File: config.mk
export PLATFORM = sky130hd
export DESIGN_NAME = fpfix_to_float_seq
export DESIGN_NICKNAME = d
export VERILOG_FILES = /design/src/rtl/fpfix_to_float_seq.sv
export SDC_FILE = /design/constraint.sdc
export NUM_CORES = 1
export LEC_CHECK = 0
export CAP_MARGIN = 20
export CORE_MARGIN = 3
export CORE_UTILIZATION = 45
export CTS_CLUSTER_DIAMETER = 120
export DETAILED_ROUTE_END_ITERATION = 8
export DONT_BUFFER_PORTS = 1
export PLACE_DENSITY = 0.61
export SETUP_SLACK_MARGIN = 0.3
export SYNTH_ARGS = -nofsm -noshare
export SYNTH_HDL_FRONTEND = slang
export SYNTH_SLANG_ARGS = --single-unit
File: constraint.sdc
create_clock -name clk -period 1.4 [get_ports clk]
set_input_delay 0.28 -clock clk [delete_from_list [all_inputs] [get_ports clk]]
set_output_delay 0.28 -clock clk [all_outputs]
set_load 0.05 [all_outputs]
File: src/rtl/fpfix_to_float_seq.sv
// Sequential signed fixed-point to FloPoCo float converter.
// The magnitude is normalised by one left shift per clock, with valid/ready on both sides.
module fpfix_to_float_seq #(
    parameter int WIN = 7,
    parameter int LSB = -3,
    parameter int WE  = 8,
    parameter int WF  = 23
) (
    input  logic                clk,
    input  logic                rst,
    input  logic [WIN-1:0]      in_data,
    input  logic                in_valid,
    output logic                in_ready,
    output logic [WE+WF+2:0]    out_data,
    output logic                out_valid,
    input  logic                out_ready
);

    localparam int KW       = $clog2(WIN);
    localparam int EXP_BASE = (2 ** (WE - 1)) - 1 + (WIN - 1 + LSB);

    typedef enum logic [1:0] {
        IDLE,
        NORM,
        DONE
    } state_t;

    state_t               state_q, state_d;
    logic                 sign_q, sign_d;
    logic [WIN-1:0]       mag_q, mag_d;
    logic [KW-1:0]        k_q, k_d;
    logic [WE+WF+2:0]     out_data_q, out_data_d;

    logic [WE-1:0]        exp_w;
    logic [WF-1:0]        frac_w;

    // The leading one is implicit, so only the bits below it land in the fraction.
    assign exp_w  = WE'(EXP_BASE - int'(k_q));
    assign frac_w = WF'(mag_q[WIN-2:0]) << (WF - WIN + 1);

    assign in_ready  = (state_q == IDLE) && !rst;
    assign out_valid = (state_q == DONE);
    assign out_data  = out_data_q;

    always_comb begin
        // NOTE: every variable gets its hold value first, so no path can infer a latch.
        state_d    = state_q;
        sign_d     = sign_q;
        mag_d      = mag_q;
        k_d        = k_q;
        out_data_d = out_data_q;

        case (state_q)
            IDLE: begin
                if (in_valid && in_ready) begin
                    sign_d  = in_data[WIN-1];
                    // -2^(WIN-1) negates to itself, which is the correct unsigned magnitude.
                    mag_d   = in_data[WIN-1] ? -in_data : in_data;
                    k_d     = '0;
                    state_d = NORM;
                end
            end
            NORM: begin
                if (mag_q == '0) begin
                    out_data_d = '0;
                    state_d    = DONE;
                end else if (mag_q[WIN-1]) begin
                    out_data_d = {2'b01, sign_q, exp_w, frac_w};
                    state_d    = DONE;
                end else begin
                    mag_d = mag_q << 1;
                    k_d   = k_q + KW'(1);
                end
            end
            DONE: begin
                if (out_ready) begin
                    state_d = IDLE;
                end
            end
            default: state_d = IDLE;
        endcase
    end

    always_ff @(posedge clk) begin
        // NOTE: sequential state uses non-blocking assignments so all registers update together.
        if (rst) begin
            // NOTE: the working registers are reset too; it is a handful of flops, not a memory.
            state_q    <= IDLE;
            sign_q     <= 1'b0;
            mag_q      <= '0;
            k_q        <= '0;
            out_data_q <= '0;
        end else begin
            state_q    <= state_d;
            sign_q     <= sign_d;
            mag_q      <= mag_d;
            k_q        <= k_d;
            out_data_q <= out_data_d;
        end
    end

endmodule

==> impl_metrics.py <==
metrics = {
    "run_status": {
        "outcome": "finished with violations",
        "violations": "setup timing",
    },
    "pwr": {
        "leakagePower_nw": 0.779,
        "p_sw_share_pct": 39.1,
        "power_frac_seq_pct": 42.0,
        "clock_power_share_pct": 15.1,
        "power.density_nw_per_um2": 1110,
        "p_switching_uw": 848,
        "ir_drop_uv": 755,
        "power_frac_comb_pct": 42.9,
        "p_int_mw": 1.32,
    },
    "synthesis": {
        "netlist_top_cells_area": "dfxtp_1 (36%), buf_4 (10%), a21oi_1 (4.6%)",
        "yosysSeqAreaShare_pct": 35.7,
        "yosysWarnings": 0,
        "yosys.area.top_type_share_pct": 35.7,
        "netlist_top_cells_count": "dfxtp_1 (27), buf_4 (21), a21oi_1 (14)",
        "synthArstFlopShare_pct": 0,
        "ys_ff_latch": 27,
        "ys.flop_type": "dfxtp_1",
        "yosysUniqueCellTypes": 47,
        "netlist_area_um2": 1520,
        "synth_edf_count": 0,
        "yosysTopAreaCell": "dfxtp_1",
        "yosysMostFrequentCell": "dfxtp_1",
        "syn_inst": 167,
        "syn_avg_cell_area_um2": 9.07,
    },
    "worst_setup_path": {
        "reg2reg_depth": 4,
        "worst-setup-path-type": "flop to flop",
        "worstPathMaxFanout": 5,
        "r2r_slack_ns": -0.03,
        "start_kind": "flop",
        "crit_end": "out_data[17]",
        "worstSetupEndpointType": "flop",
        "timing.rr.end": "out_data[17]",
        "critPathLaunch": "mag_q[1]",
        "worstPathRequired_ns": 1.63,
        "worstReg2RegStart": "mag_q[1]",
        "cp.arrival_ns": 1.66,
    },
    "sta": {
        "rsz0062_at_grt": "yes",
        "post-route-period-util_pct": 102,
        "worst_slack_ns": -0.0306,
        "holdWs_ns": 0.0250,
        "finClkSkew_ns": 0.00123,
        "worst_slew_pin_slew_ns": 0.518,
        "max_freq_mhz": 699,
        "hold_violations": 0,
        "slew-limit-headroom_pct": 65.4,
        "slew_violations": 0,
        "period_needed_ns": 1.43,
        "setup_viol": 9,
    },
    "worst_hold_path": {
        "hold_class": "input pin to flop",
    },
    "place": {
        "post-dp-hpwl_um": 2500,
        "io_buffers": 0,
        "routabilityCongestion": 0.839,
    },
    "clock_network": {
        "tritoncts": "yes",
        "htree_levels": 1,
        "worstSkewPairLatency_ns": 0.31,
        "cts_max_path_buffers": 2,
        "clk_pin_slew_ns": 0.14,
        "numCtsBuffers": 3,
        "cts.sinks": 27,
        "clock-root-buffer": "clkbuf_4",
    },
    "global_route": {
        "antenna_found_initial": 0,
        "overflow": 0,
        "grt_pass1_vias": 1244,
        "grt_pass1_wl_um": 5750,
        "grt_usage_pct": 17.5,
        "grt_max_degree": 16,
    },
    "die": {
        "die_w_um": 64.0,
        "dieArea_um2": 4100,
        "core-area_um2": 3130,
        "die_h_um": 64.0,
        "rows": 20,
        "start_util_pct": 48.4,
        "ios": 47,
    },
    "routing": {
        "wl_per_cell_um": 16.2,
        "drt-initial-drc-count": 70,
        "first_pass_iters": 4,
        "vias_per_cell": 5.45,
        "route.vias.total": 1296,
        "drc": 0,
        "ant_nets": 0,
        "wirelength_um": 3850,
    },
    "layout": {
        "multiInputGateArea_um2": 953,
        "num-fill-cells": 268,
        "area_growth_pct": 29.3,
        "fin_util_pct": 62.6,
        "regArea_um2": 592,
        "drive_above_1_share_pct": 45.9,
        "n_antenna_cell": 0,
        "nets": 209,
    },
    "run": {
        "maxCapViolCount": 0,
    },
}
repair_timing:
action / in CTS / in global routing
pin swaps: 6 / 13
cloned: 0 / 1
endpoints found under the setup margin: 45 / 40
gates resized for setup: 45 / 17
setup buffers: 11 / 5
hold buffers: 1 / 1
endpoints found under the hold margin: 5 / 2
final cells by class:
cell class / count / share of cell area [%]
multi-input combinational: 124 / 48.7
sequential: 27 / 30.2
timing repair buffer: 33 / 15.8
tap: 44 / 2.81
clock buffer: 4 / 1.34
inverter: 6 / 1.15
worst min-delay path by stage:
| stage | startpoint | endpoint | slack, ns | cells after the start |
|---|---|---|---|---|
| after floorplan | in_valid | state_q[0] | 0.41 | 2 |
| after global placement | rst | state_q[0] | 0.34 | 1 |
| after detailed placement | rst | state_q[0] | 0.35 | 1 |
| after CTS | rst | out_data[19] | 0.005 | 1 |
| after global routing | rst | mag_q[5] | 0.008 | 1 |
| final | rst | mag_q[6] | 0.03 | 1 |
kinds of logic after synthesis:
group | Yosys count | synth area share, %
flip-flops | 27 | 35.7
adder cells (fa/ha/maj) | 3 | 2.48
AND/OR/NAND/NOR | 48 | 19.5
other | 1 | 0.247
AO/OA/AOI/OAI | 50 | 24.9
multiplexers | 2 | 1.40
buffers and inverters | 33 | 14.1
XOR/XNOR | 3 | 1.73
cells in the final DEF (no fill, tap or decap), types with 3 or more instances in the layout:
cell type	instances
dfxtp_2	5
a22o_1	4
nor2_1	9
dfxtp_4	12
a211oi_2	5
a21oi_2	6
clkbuf_4	3
ha_1	3
nand3_1	6
o21ai_1	4
buf_8	4
nand2_4	3
dfxtp_1	10
buf_6	8
nand2b_1	3
conb_1	18
nor3_1	4
inv_1	6
a31o_2	3
nand2_1	8
buf_4	18
a21oi_1	7
layer usage:
metal	vias up	GRT usage, %	share of wire [%]
li1	621	-	-
met1	617	21.1	42
met2	54	31.1	51
met3	4	4.75	6.6
met4	0	2.96	1.0
met5	-	0	0
critical path, stage by stage, from the launching register on:
cell	delay, ns
dfxtp_2	0.36
nor4_4	0.38
a21o_1	0.26
nand2_4	0.09
a31o_2	0.24
state kept, by name, indices dropped and copies added (netlist names):
name,flops
sign_q,1
mag_q,7
state_q,2
k_q,3
out_data,14
through the flow:
stage	setup TNS [ns]	cell area, um2	setup slack (ns)	power (mW)	instances
2_1_floorplan	-0.368	1630	-0.160	1.51	184
3_3_place_gp	0	1580	0.00652	1.59	215
3_5_place_dp	-0.00385	1580	-0.00385	1.60	215
4_1_cts	-0.00324	1840	-0.00324	2.06	231
5_1_grt	-1.24	1960	-0.106	2.27	238
6_report	-0.130	1960	-0.0306	2.17	238
power by group through the flow:
stage	registers, mW	clock network (mW)	logic (mW)
CTS	0.907	0.335	0.822
global route	0.918	0.368	0.984
floorplan	0.938	0	0.576
global placement	0.930	0	0.658
finish	0.909	0.327	0.931
detailed placement	0.934	0	0.664
Note: power is estimated with default switching activity, not from simulation.
